<file path="src/rtl/iadc_conv_sequencer_if.sv">
// Sequencer-side bundle: host start/continuous controls, filter reset/data, result valid/ready and status flags.
// master = sequencer view, slave = host/filter view.
interface iadc_conv_sequencer_if #(
  parameter int DW = 12
);
  logic          start;
  logic          cont;
  logic          filt_rst_n;
  logic          mod_rst;
  logic [DW-1:0] filt_data;
  logic          filt_new_data;
  logic [DW-1:0] result;
  logic          result_valid;
  logic          result_ready;
  logic          busy;
  logic          overrun;
  logic          timeout;

  modport master (
    input  start, cont, filt_data, filt_new_data, result_ready,
    output filt_rst_n, mod_rst, result, result_valid, busy, overrun, timeout
  );

  modport slave (
    output start, cont, filt_data, filt_new_data, result_ready,
    input  filt_rst_n, mod_rst, result, result_valid, busy, overrun, timeout
  );
endinterface

</file>
<file path="src/rtl/iadc_conv_sequencer.sv">
// Incremental-ADC conversion sequencer: reset -> OSR-clock convert -> wait for filter strobe -> capture.
// Macro IADC_SEQ_CONTINUOUS_EN enables back-to-back conversions via cont; all outputs registered.
module iadc_conv_sequencer #(
  parameter int OSR        = 512,
  parameter int RST_CYCLES = 2,
  parameter int TIMEOUT    = 8,
  parameter int DW         = 12
) (
  input logic                   clk,
  input logic                   rst,
  iadc_conv_sequencer_if.master bus
);

  localparam int MAX_RT = (RST_CYCLES > TIMEOUT) ? RST_CYCLES : TIMEOUT;
  localparam int MAXC   = (OSR > MAX_RT) ? OSR : MAX_RT;
  localparam int CW     = (MAXC > 1) ? $clog2(MAXC) : 1;

  localparam logic [CW-1:0] RST_LD = CW'(RST_CYCLES - 1);
  localparam logic [CW-1:0] OSR_LD = CW'(OSR - 1);
  localparam logic [CW-1:0] TMO_LD = CW'(TIMEOUT - 1);

  typedef enum logic [1:0] {S_IDLE, S_RESET, S_CONVERT, S_WAIT} state_t;

  state_t        state, state_nxt;
  logic [CW-1:0] cnt, cnt_nxt;
  logic          capture, tmo_hit, cont_go;

  logic          filt_rst_n_q, mod_rst_q, busy_q;
  logic          result_valid_q, overrun_q, timeout_q;
  logic [DW-1:0] result_q;

`ifdef IADC_SEQ_CONTINUOUS_EN
  assign cont_go = bus.cont;
`else
  logic unused_cont;
  assign unused_cont = bus.cont;
  assign cont_go     = 1'b0;
`endif

  always_comb begin
    state_nxt = state;
    cnt_nxt   = cnt;
    capture   = 1'b0;
    tmo_hit   = 1'b0;
    case (state)
      S_IDLE: begin
        if (bus.start) begin
          state_nxt = S_RESET;
          cnt_nxt   = RST_LD;
        end
      end
      S_RESET: begin
        if (cnt == '0) begin
          state_nxt = S_CONVERT;
          cnt_nxt   = OSR_LD;
        end else begin
          cnt_nxt = cnt - CW'(1);
        end
      end
      S_CONVERT: begin
        if (cnt == '0) begin
          state_nxt = S_WAIT;
          cnt_nxt   = TMO_LD;
        end else begin
          cnt_nxt = cnt - CW'(1);
        end
      end
      S_WAIT: begin
        if (bus.filt_new_data) begin
          capture   = 1'b1;
          state_nxt = cont_go ? S_RESET : S_IDLE;
          cnt_nxt   = RST_LD;
        end else if (cnt == '0) begin
          tmo_hit   = 1'b1;
          state_nxt = S_IDLE;
        end else begin
          cnt_nxt = cnt - CW'(1);
        end
      end
      default: state_nxt = S_IDLE;
    endcase
  end

  // Control outputs are registered from the next state so they line up with the state they describe.
  always_ff @(posedge clk) begin
    if (rst) begin
      state          <= S_IDLE;
      cnt            <= '0;
      filt_rst_n_q   <= 1'b0;
      mod_rst_q      <= 1'b1;
      busy_q         <= 1'b0;
      result_q       <= '0;
      result_valid_q <= 1'b0;
      overrun_q      <= 1'b0;
      timeout_q      <= 1'b0;
    end else begin
      state        <= state_nxt;
      cnt          <= cnt_nxt;
      filt_rst_n_q <= (state_nxt == S_CONVERT) || (state_nxt == S_WAIT);
      mod_rst_q    <= !((state_nxt == S_CONVERT) || (state_nxt == S_WAIT));
      busy_q       <= (state_nxt != S_IDLE);
      if (tmo_hit) timeout_q <= 1'b1;
      if (capture) begin
        result_q       <= bus.filt_data;
        result_valid_q <= 1'b1;
        if (result_valid_q && !bus.result_ready) overrun_q <= 1'b1;
      end else if (result_valid_q && bus.result_ready) begin
        result_valid_q <= 1'b0;
      end
    end
  end

  assign bus.filt_rst_n   = filt_rst_n_q;
  assign bus.mod_rst      = mod_rst_q;
  assign bus.busy         = busy_q;
  assign bus.result       = result_q;
  assign bus.result_valid = result_valid_q;
  assign bus.overrun      = overrun_q;
  assign bus.timeout      = timeout_q;

endmodule

</file>
<file path="src/flat_wrapper.sv">
// flat-port wrapper written by rule: the top's interface ports become plain ports
module iadc_conv_sequencer_flat 
#(
  parameter int OSR        = 512,
  parameter int RST_CYCLES = 2,
  parameter int TIMEOUT    = 8,
  parameter int DW         = 12
)
  (clk, rst, bus_start, bus_cont, bus_filt_data, bus_filt_new_data, bus_result_ready, bus_filt_rst_n, bus_mod_rst, bus_result, bus_result_valid, bus_busy, bus_overrun, bus_timeout);
  iadc_conv_sequencer_if #(.DW(DW)) bus_i ();
  input logic clk;
  input logic rst;
  input wire logic [$bits(bus_i.start)-1:0] bus_start;
  input wire logic [$bits(bus_i.cont)-1:0] bus_cont;
  input wire logic [$bits(bus_i.filt_data)-1:0] bus_filt_data;
  input wire logic [$bits(bus_i.filt_new_data)-1:0] bus_filt_new_data;
  input wire logic [$bits(bus_i.result_ready)-1:0] bus_result_ready;
  output wire logic [$bits(bus_i.filt_rst_n)-1:0] bus_filt_rst_n;
  output wire logic [$bits(bus_i.mod_rst)-1:0] bus_mod_rst;
  output wire logic [$bits(bus_i.result)-1:0] bus_result;
  output wire logic [$bits(bus_i.result_valid)-1:0] bus_result_valid;
  output wire logic [$bits(bus_i.busy)-1:0] bus_busy;
  output wire logic [$bits(bus_i.overrun)-1:0] bus_overrun;
  output wire logic [$bits(bus_i.timeout)-1:0] bus_timeout;
  assign bus_i.start = bus_start;
  assign bus_i.cont = bus_cont;
  assign bus_i.filt_data = bus_filt_data;
  assign bus_i.filt_new_data = bus_filt_new_data;
  assign bus_i.result_ready = bus_result_ready;
  assign bus_filt_rst_n = bus_i.filt_rst_n;
  assign bus_mod_rst = bus_i.mod_rst;
  assign bus_result = bus_i.result;
  assign bus_result_valid = bus_i.result_valid;
  assign bus_busy = bus_i.busy;
  assign bus_overrun = bus_i.overrun;
  assign bus_timeout = bus_i.timeout;
  iadc_conv_sequencer #(.OSR(OSR), .RST_CYCLES(RST_CYCLES), .TIMEOUT(TIMEOUT), .DW(DW)) u_core (.clk(clk), .rst(rst), .bus(bus_i));
endmodule
</file>
<file path="config.mk">
export PLATFORM = sky130hd
export DESIGN_NAME = iadc_conv_sequencer_flat
export DESIGN_NICKNAME = d
export VERILOG_FILES = /design/src/rtl/iadc_conv_sequencer_if.sv /design/src/rtl/iadc_conv_sequencer.sv /design/src/flat_wrapper.sv
export SDC_FILE = /design/constraint.sdc
export NUM_CORES = 1
export LEC_CHECK = 0
export CAP_MARGIN = 30
export CORE_MARGIN = 5
export CORE_UTILIZATION = 43
export CTS_CLUSTER_DIAMETER = 60
export DETAILED_ROUTE_END_ITERATION = 10
export PLACE_DENSITY = 0.74
export SYNTH_ARGS = -nofsm -noshare
export SYNTH_HDL_FRONTEND = slang
export SYNTH_SLANG_ARGS = --single-unit
export TNS_END_PERCENT = 100
</file>
<file path="constraint.sdc">
create_clock -name clk -period 1.6 [get_ports clk]
set_input_delay 0.32 -clock clk [delete_from_list [all_inputs] [get_ports clk]]
set_output_delay 0.32 -clock clk [all_outputs]
set_load 0.01 [all_outputs]
</file>
==> metrics, run 1 <==
Die Area 4550 sq um; Routed Antenna Nets 0; Root Buffer clkbuf_4; clock latency on the worst-skew pair 0.33 ns; min cycle time layout around 1.6 ns; CP startpoint kind flip-flop; max cap viols 0; status finished, violations left; grt total ovfl 0; core footprint 3100 sq um; crit path DAT 1.89 ns; first-pass detailed-route iteration total 4; # nets final roughly 250; setup slack at placement -0.131 ns; HP Class reg2reg; FFs w/ async S/R, synth 0; number of global-route vias before repair 1455; RSZ-0062 raised after global routing true; Initial Utilization 0.457; Main synth FF type dfxtp_1; gr usage total 0.193; Die H 67.4 microns; post-synthesis cell area 1420 sq um; maximum clock rate 0.612 GHz; chip width 67.4 microns; Fillers around 250; fin worst setup slack -0.0334 ns; top-level port count 36; Cell variety after synth 46; PwrDens ~2000 nW/um^2; CP Capture Type flip-flop; R2R setup slack -0.03 ns; slew at the pin closest to its max-slew limit approximately 0.48 ns; H-Tree Level Count 2; DP HPWL around 3000 microns; P&R area growth vs syn 54.7%; hold_buf cts 0; Critical Path Max Stage Delay 0.52 ns; initial antenna violation count 0; CP max stage cell or4b_4; Final period util 1.02; share of the yosys chip area belonging to registers 0.409; syn_area_per_cell between 8 and 9 sq um; Cells after Synth 169; first-pass GRT wire length 6580 microns; Diodes inserted 0; # DRC 0; failing checks setup timing; Worst Hold Path Cells 2; final std cells w/o fill between 200 and 300; Final setup viols 3; Required @ worst endpoint 1.85 ns; Syn Nets 189; CTS Buffer Depth 2; slew margin rel. 0.677; Routed WL 4060 microns; placed insts around 270; Pins Over Slew Limit 0; static leakage about 0.93 nW; site row count 20; Peak supply drop roughly 1.5 mV; DR vias 1497; share of layout cells above drive strength 1 0.274; Avg Vias per Cell about 5.4; DR iter-0 viols 63; FF+latch count, synth 29; PortBufs 34; clk slew on worst S/H paths about 0.090 ns; CTS buffer count 5; Max FO, Critical Path 4; YS warnings 0; number of enable flip-flop cells after synthesis 0; Final Hold Vio Count 0; sequential cell area 583 sq um; skew final 0.00859 ns; worst path cell trace inv_2, ha_4, or4b_4, o21ai_1, o211ai_1, a21oi_1; CTS tree yes; multi-input gate area in the final layout 818 sq um; Setup CP Type reg2reg; R2R cell count 6; placer congestion estimate between 0.8 and 0.9; clock sinks 29; maximum number of pins on one net before global-route repair 15; WL/cell between 10 and 15 microns
==> cell type report <==
cell class,instances,area share
flip-flops and latches,29,0.266
well taps,44,0.0251
repair buffers,67,0.282
clock buffers,7,0.0251
inverters,9,0.0154
clock inverters,1,0.0137
multi-input cells,121,0.373
==> final timing paths <==
kind,startpoint,endpoint
setup / recovery,u_core.cnt[1]$_SDFFE_PP0P_,u_core.cnt[1]$_SDFFE_PP0P_
hold / removal,u_core.bus.result[2]$_SDFFE_PP0P_,u_core.bus.result[2]$_SDFFE_PP0P_
setup reg to reg,u_core.cnt[1]$_SDFFE_PP0P_,u_core.cnt[1]$_SDFFE_PP0P_
hold reg to reg,u_core.bus.result[2]$_SDFFE_PP0P_,u_core.bus.result[2]$_SDFFE_PP0P_
==> synth_stat cells, types with 2 or more instances <==
cell type  number  share of area
nand2_1        31          0.082
ha_1            2          0.018
a21oi_1        23          0.081
inv_1           9          0.024
buf_6           2          0.016
o21ai_0         5          0.018
buf_2           3          0.011
nor3_1          4          0.014
nor4_1          4          0.018
clkbuf_1        3         0.0079
o22ai_1         3          0.013
o21a_1          2          0.011
nand4_1         2         0.0088
o21ai_1         2         0.0071
dfxtp_1        29           0.41
buf_4           2          0.011
o31ai_1         2          0.011
o211ai_1        3          0.016
or3_1           2         0.0088
nor2_1          8          0.021
nand3_1         3          0.011
==> power breakdown <==
group	internal, mW	total, mW	switching [mW]
combinational	1.36	2.75	1.38
sequential	0.902	1.11	0.212
clock	0.373	0.625	0.252
total	2.64	4.48	1.85
==> per-layer routing <==
metal | share of wire | track usage | vias up | wire (microns)
met5 | 0 | 0 | - | 0
met4 | 0.028 | 0.104 | 0 | 115
met3 | 0.056 | 0.0632 | 15 | 229
met2 | 0.50 | 0.307 | 58 | 2040
met1 | 0.41 | 0.228 | 691 | 1670
li1 | - | - | 733 | -
==> registers in the layout, summed over array words and instances (netlist names) <==
register and cells:
u_core.cnt 9, u_core.bus.result 12, u_core.bus.filt_rst_n 1, u_core.bus.result_valid 1, u_core.bus.overrun 1, u_core.bus.busy 1, u_core.state 2, u_core.bus.timeout 1
u_core.bus.mod_rst 1
==> what timing repair did <==
item	4_1_cts	5_1_grt
endpoints found under the setup margin	10	17
setup buffers	1	3
gates resized for setup	11	16
pin swaps	2	8
==> placed cells by master, fill, tap and decap left out, drive strengths merged, types with 2 or more instances in the layout <==
master,instances
o211ai,3
or3,2
o31ai,2
nor4,6
nand2,31
ha,2
inv,9
nand3,3
dlymetal6s2s,6
o22ai,3
o21a,2
o21ai,8
clkdlybuf4s50,28
nand4,2
nor3,6
buf,33
a21oi,23
nor2,8
clkbuf,7
dfxtp,29
==> kinds of logic after synthesis <==
kind of cell | count (synthesis) | share of synthesized area
buffers and inverters | 19 | 0.0688
DFF | 29 | 0.409
and+or+nand+nor | 67 | 0.265
AOI/OAI and AO/OA | 51 | 0.234
xor gates and xnor gates | 1 | 0.00617
adders and majority gates | 2 | 0.0176
==> critical path: cells and delay by family (launching register included) <==
family / cells / cell delay [ns]
buffers and inverters: 1 / 0.08
adder cells (fa/ha/maj): 1 / 0.14
AO/OA/AOI/OAI: 3 / 0.48
flip-flops: 1 / 0.33
AND/OR/NAND/NOR: 1 / 0.52
==> stage by stage <==
stage	power, mW	util	area [sq um]	TNS, ns	hold slack (ns)
6_report	4.48	0.707	2190	-0.0589	0.460
5_1_grt	4.78	0.707	2190	-0.512	0.498
4_1_cts	4.17	0.681	2110	-0.0285	0.463
3_5_place_dp	3.36	0.641	1990	-1.22	0.449
3_3_place_gp	3.29	0.641	1990	-0.697	0.442
2_1_floorplan	2.47	-	1420	0	0.451
Note: power is estimated with default switching activity, not from simulation.
==> run 2: changes to the inputs <==
--- a/config.mk
+++ b/config.mk
@@ -6,7 +6,7 @@
 export NUM_CORES = 1
 export LEC_CHECK = 0
 export CAP_MARGIN = 30
-export CORE_MARGIN = 5
+export CORE_MARGIN = 8
 export CORE_UTILIZATION = 43
 export CTS_CLUSTER_DIAMETER = 60
 export DETAILED_ROUTE_END_ITERATION = 10
==> metrics, run 2 (synthesized netlist as in run 1, its figures left out) <==
maximum number of pins on one net before global-route repair 19; initial antenna violation count 0; Required @ worst endpoint between 1.5 and 2 ns; DR iter-0 viols 103; H-Tree Level Count 2; max FFs per register 12; CP max stage cell or4b_4; Peak supply drop about 1.4 mV; fin worst setup slack -0.0730 ns; DR vias 1476; grt total ovfl 0; Max FO, Critical Path 4; # nets final 249; CTS Buffer Depth 2; CTS buffer count 5; max cap viols 0; # DRC 0; clock latency on the worst-skew pair ~0.34 ns; share of layout cells above drive strength 1 0.261; Root Buffer clkbuf_4; Avg Vias per Cell roughly 5.3; number of global-route vias before repair 1438; reg2reg start u_core.cnt[1]$_SDFFE_PP0P_; Diodes inserted 0; reg2reg end u_core.cnt[2]$_SDFFE_PP0P_; Initial Utilization 0.435; R2R setup slack -0.07 ns; status finished, violations left; R2R cell count 6; clk slew on worst S/H paths 0.10 ns; Setup CP Type reg2reg; Routed Antenna Nets 0; site row count 21; Worst Hold Path Cells 2; first-pass GRT wire length 6540 microns; fin area 2140 sq um; HP Start u_core.bus.result[7]$_SDFFE_PP0P_; slew at the pin closest to its max-slew limit around 0.47 ns; Critical Path Max Stage Delay 0.52 ns; most frequent cells in the layout 31 x nand2_1, 29 x clkdlybuf4s50_1, 27 x buf_4, 27 x dfxtp_1, 20 x a21oi_1; PwrDens 2000 nW/um^2; worst path cell trace inv_2, ha_4, or4b_4, o22ai_2, a21oi_2, o32ai_2; Core Util, Final 0.658; Pins Over Slew Limit 0; DP HPWL 2970 microns; Worst Path Buf+Inv 1; hold_buf cts 0; min cycle time layout 1.67 ns; core footprint 3260 sq um; failing checks setup timing; CP startpoint kind flip-flop; CP Capture Type flip-flop; Final setup viols 2; first-pass detailed-route iteration total 4; HP Class reg2reg; Routed WL 4050 microns; RSZ-0062 raised after global routing true; placed cell area 1980 sq um; most common cell after layout, fill and taps aside nand2_1; gr usage total 0.157; static leakage 0.888 nW; maximum clock rate 0.598 GHz; Final period util 1.05; Die H 73.4 microns; top-level port count 36; CP top delay family simple AND/OR/NAND/NOR gates; skew final 0.0189 ns; Final Hold Vio Count 0; crit path DAT 1.92 ns; P&R area growth vs syn 51.1%; clock sinks 29; PortBufs 34; placer congestion estimate 0.849; worst hold endpoint u_core.bus.result[7]$_SDFFE_PP0P_; CTS tree yes; setup slack at placement -0.148 ns; chip width 73.4 microns; Die Area 5390 sq um; Tot Pwr between 4 and 5 mW; slew margin rel. 0.684; WL/cell 14.7 microns
[run 2: worst register-to-register path, cell delays in order (launching register included)]
cell and delay, ns:
dfxtp_2 0.33, inv_2 0.07, ha_4 0.15, or4b_4 0.52, o22ai_2 0.22, a21oi_2 0.08, o32ai_2 0.22
[run 2: final cells by class]
cell class,instances,area (sq um)
fill,279,1110
sequential,29,583
tap,46,57.6
multi-input combinational,121,798
clock buffer,7,55.1
timing repair buffer,63,587
clock inverter,1,30.0
inverter,9,33.8
[run 2: how the worst max path moves through the flow]
stage | from | endpoint | slack, ns | cells after the start
floorplan | u_core.cnt[0]$_SDFFE_PP0P_ | u_core.cnt[8]$_SDFFE_PP0P_ | 0.05 | 6
global placement | bus_filt_new_data | u_core.cnt[5]$_SDFFE_PP0P_ | -0.1 | 6
detailed placement | bus_filt_new_data | u_core.cnt[8]$_SDFFE_PP0P_ | -0.15 | 6
CTS | u_core.cnt[1]$_SDFFE_PP0P_ | u_core.cnt[2]$_SDFFE_PP0P_ | -0.003 | 6
global route | u_core.cnt[1]$_SDFFE_PP0P_ | u_core.cnt[0]$_SDFFE_PP0P_ | -0.07 | 6
finish | u_core.cnt[1]$_SDFFE_PP0P_ | u_core.cnt[2]$_SDFFE_PP0P_ | -0.07 | 6
[run 2: power breakdown]
group	leakage [nW]	internal (mW)	switching (mW)
logic	0.606	1.24	1.29
clock network	0.0455	0.373	0.273
registers	0.237	0.901	0.208
[run 2: metal layers]
| layer | share of wire | track usage | wire length, microns |
|---|---|---|---|
| met1 | 0.42 | 0.170 | 1700 |
| met3 | 0.043 | 0.0450 | 175 |
| met4 | 0.020 | 0.0798 | 80 |
| met2 | 0.52 | 0.269 | 2090 |
| met5 | 0 | 0 | 0 |
[run 2: what timing repair did]
action                                  CTS  global route
resized for setup                         9            14
endpoints found under the setup margin   12            13
pin swaps                                 3             3
hold endpoints to repair                  0             0
setup buffers                             0             0
[run 2: stage by stage]
stage               setup TNS, ns  cells  hold WS, ns
CTS                      -0.00342    276        0.460
floorplan                       0    169        0.451
global route               -0.283    276        0.472
global placement           -0.443    268        0.443
finish                    -0.0835    276        0.458
detailed placement         -0.863    268        0.446
==> run 3: changes to the inputs <==
--- a/config.mk
+++ b/config.mk
@@ -10,7 +10,7 @@
 export CORE_UTILIZATION = 43
 export CTS_CLUSTER_DIAMETER = 60
 export DETAILED_ROUTE_END_ITERATION = 10
-export PLACE_DENSITY = 0.74
+export PLACE_DENSITY = 0.72
 export SYNTH_ARGS = -nofsm -noshare
 export SYNTH_HDL_FRONTEND = slang
 export SYNTH_SLANG_ARGS = --single-unit
==> metrics, run 3 (synthesized netlist as in run 1, its figures left out) <==
status finished, violations left; failing checks setup timing; slew at the pin closest to its max-slew limit 0.426 ns; first-pass GRT wire length 6690 microns; first-pass detailed-route iteration total 6; clock sinks 29; M3 GR Usage 0.0614; grt total ovfl 0; Root Buffer clkbuf_4; # nets final 252; hold_buf cts 0; site row count 21; HP Class reg2reg; chip width 73.4 microns; Diodes inserted 0; DP HPWL 3060 microns; setup slack at placement -0.200 ns; Critical Path Source u_core.cnt[0]$_SDFFE_PP0P_; P&R area growth vs syn 50.4%; reg2reg end u_core.cnt[0]$_SDFFE_PP0P_; PortBufs 34; WL/cell roughly 15 microns; core footprint roughly 3300 sq um; Die H roughly 73 microns; GR Util met2 0.264; R2R cell count 7; CTS Buffer Depth 2; initial antenna violation count 0; R2R setup slack -0.13 ns; CP startpoint kind flip-flop; clock latency on the worst-skew pair between 0.3 and 0.4 ns; max cap viols 0; Required @ worst endpoint 1.82 ns; Peak supply drop 1.35 mV; Routed WL 4140 microns; Setup CP Type reg2reg; min cycle time layout 1.73 ns; Initial Utilization 0.435; most frequent cells in the layout 31 x clkdlybuf4s50_1, 30 x nand2_1, 30 x buf_4; CTS tree yes; PwrDens 2010 nW/um^2; Final Hold Vio Count 0; max FFs per register 12; Worst Hold Path Cells 2; maximum number of pins on one net before global-route repair 14; Pins Over Slew Limit 0; placed cell area 1980 sq um; Die Area 5390 sq um; final std cells w/o fill around 280; Top Usage Layer GRT met2; HP Start u_core.bus.result[11]$_SDFFE_PP0P_; top-level port count 36; maximum clock rate just under 0.6 GHz; CTS buffer count 5; skew final between 0.005 and 0.006 ns; placer congestion estimate about 0.93; static leakage 0.859 nW; gr usage total 0.159; number of global-route vias before repair ~1500; CP Capture Type flip-flop; placed insts 269; Avg Vias per Cell 5.41; Fillers ~290; DR iter-0 viols roughly 120; fin worst setup slack -0.131 ns; crit path DAT 1.95 ns; Max FO, Critical Path 3; most common cell after layout, fill and taps aside clkdlybuf4s50_1; share of layout cells above drive strength 1 0.258; # DRC 0; Final period util 1.08; RSZ-0062 raised after global routing true; DR vias roughly 1500; Tot Pwr between 4 and 5 mW; fin area 2130 sq um; H-Tree Level Count 2; met1 Use GR 0.170; clk slew on worst S/H paths 0.10 ns; critical path capture point u_core.cnt[0]$_SDFFE_PP0P_; Core Util, Final 0.655; reg2reg start u_core.cnt[0]$_SDFFE_PP0P_; Final setup viols 10; slew margin rel. 0.714; Routed Antenna Nets 0
==> run 3: timing repair <==
| action | in CTS | in global routing |
|---|---|---|
| gates cloned | 0 | 0 |
| pin swaps | 2 | 4 |
| endpoints found under the setup margin | 13 | 15 |
| gates resized for setup | 8 | 10 |
| setup buffers | 1 | 1 |
==> run 3: worst min-delay path by stage <==
stage	to	slack [ns]
6_report	u_core.bus.result[11]$_SDFFE_PP0P_	0.46
5_1_grt	u_core.bus.result[3]$_SDFFE_PP0P_	0.49
4_1_cts	u_core.bus.result[11]$_SDFFE_PP0P_	0.47
3_5_place_dp	u_core.bus.timeout$_SDFFE_PP0P_	0.45
3_3_place_gp	u_core.bus.result[4]$_SDFFE_PP0P_	0.44
2_1_floorplan	u_core.bus.busy$_SDFF_PP0_	0.45
==> run 3: layer usage <==
layer  part of all wire  vias to the layer above  wire length, microns
li1                   -                      733                     -
met1               0.40                      713                  1650
met2               0.52                       53                  2170
met3              0.058                       10                   240
met4              0.021                        0                    87
met5                  0                        -                     0
==> run 3: area by class of cell <==
| type | count | area (sq um) | area share |
|---|---|---|---|
| sequential | 29 | 583 | 0.273 |
| inverter | 9 | 33.8 | 0.0158 |
| tap | 46 | 57.6 | 0.0270 |
| multi-input combinational | 121 | 779 | 0.365 |
| clock inverter | 1 | 30.0 | 0.0141 |
| clock buffer | 7 | 55.1 | 0.0258 |
| timing repair buffer | 66 | 596 | 0.279 |
==> run 3: report_power, final <==
group	switching, mW	leakage (nW)	internal [mW]
combinational	1.28	0.577	1.27
sequential	0.200	0.237	0.902
clock	0.264	0.0455	0.373
total	1.74	0.859	2.54
==> run 3: worst max-delay path: stages, from the launching register on <==
cell	delay, ns
dfxtp_2	0.34
inv_2	0.08
ha_4	0.15
or4b_4	0.50
buf_6	0.15
nor4_4	0.19
or3_1	0.15
a21oi_1	0.06
==> run 3: stage by stage <==
stage | setup TNS, ns | hold slack (ns)
detailed placement | -1.61 | 0.452
global route | -1.59 | 0.485
CTS | -0.451 | 0.468
floorplan | 0 | 0.451
finish | -0.953 | 0.461
global placement | -1.04 | 0.443
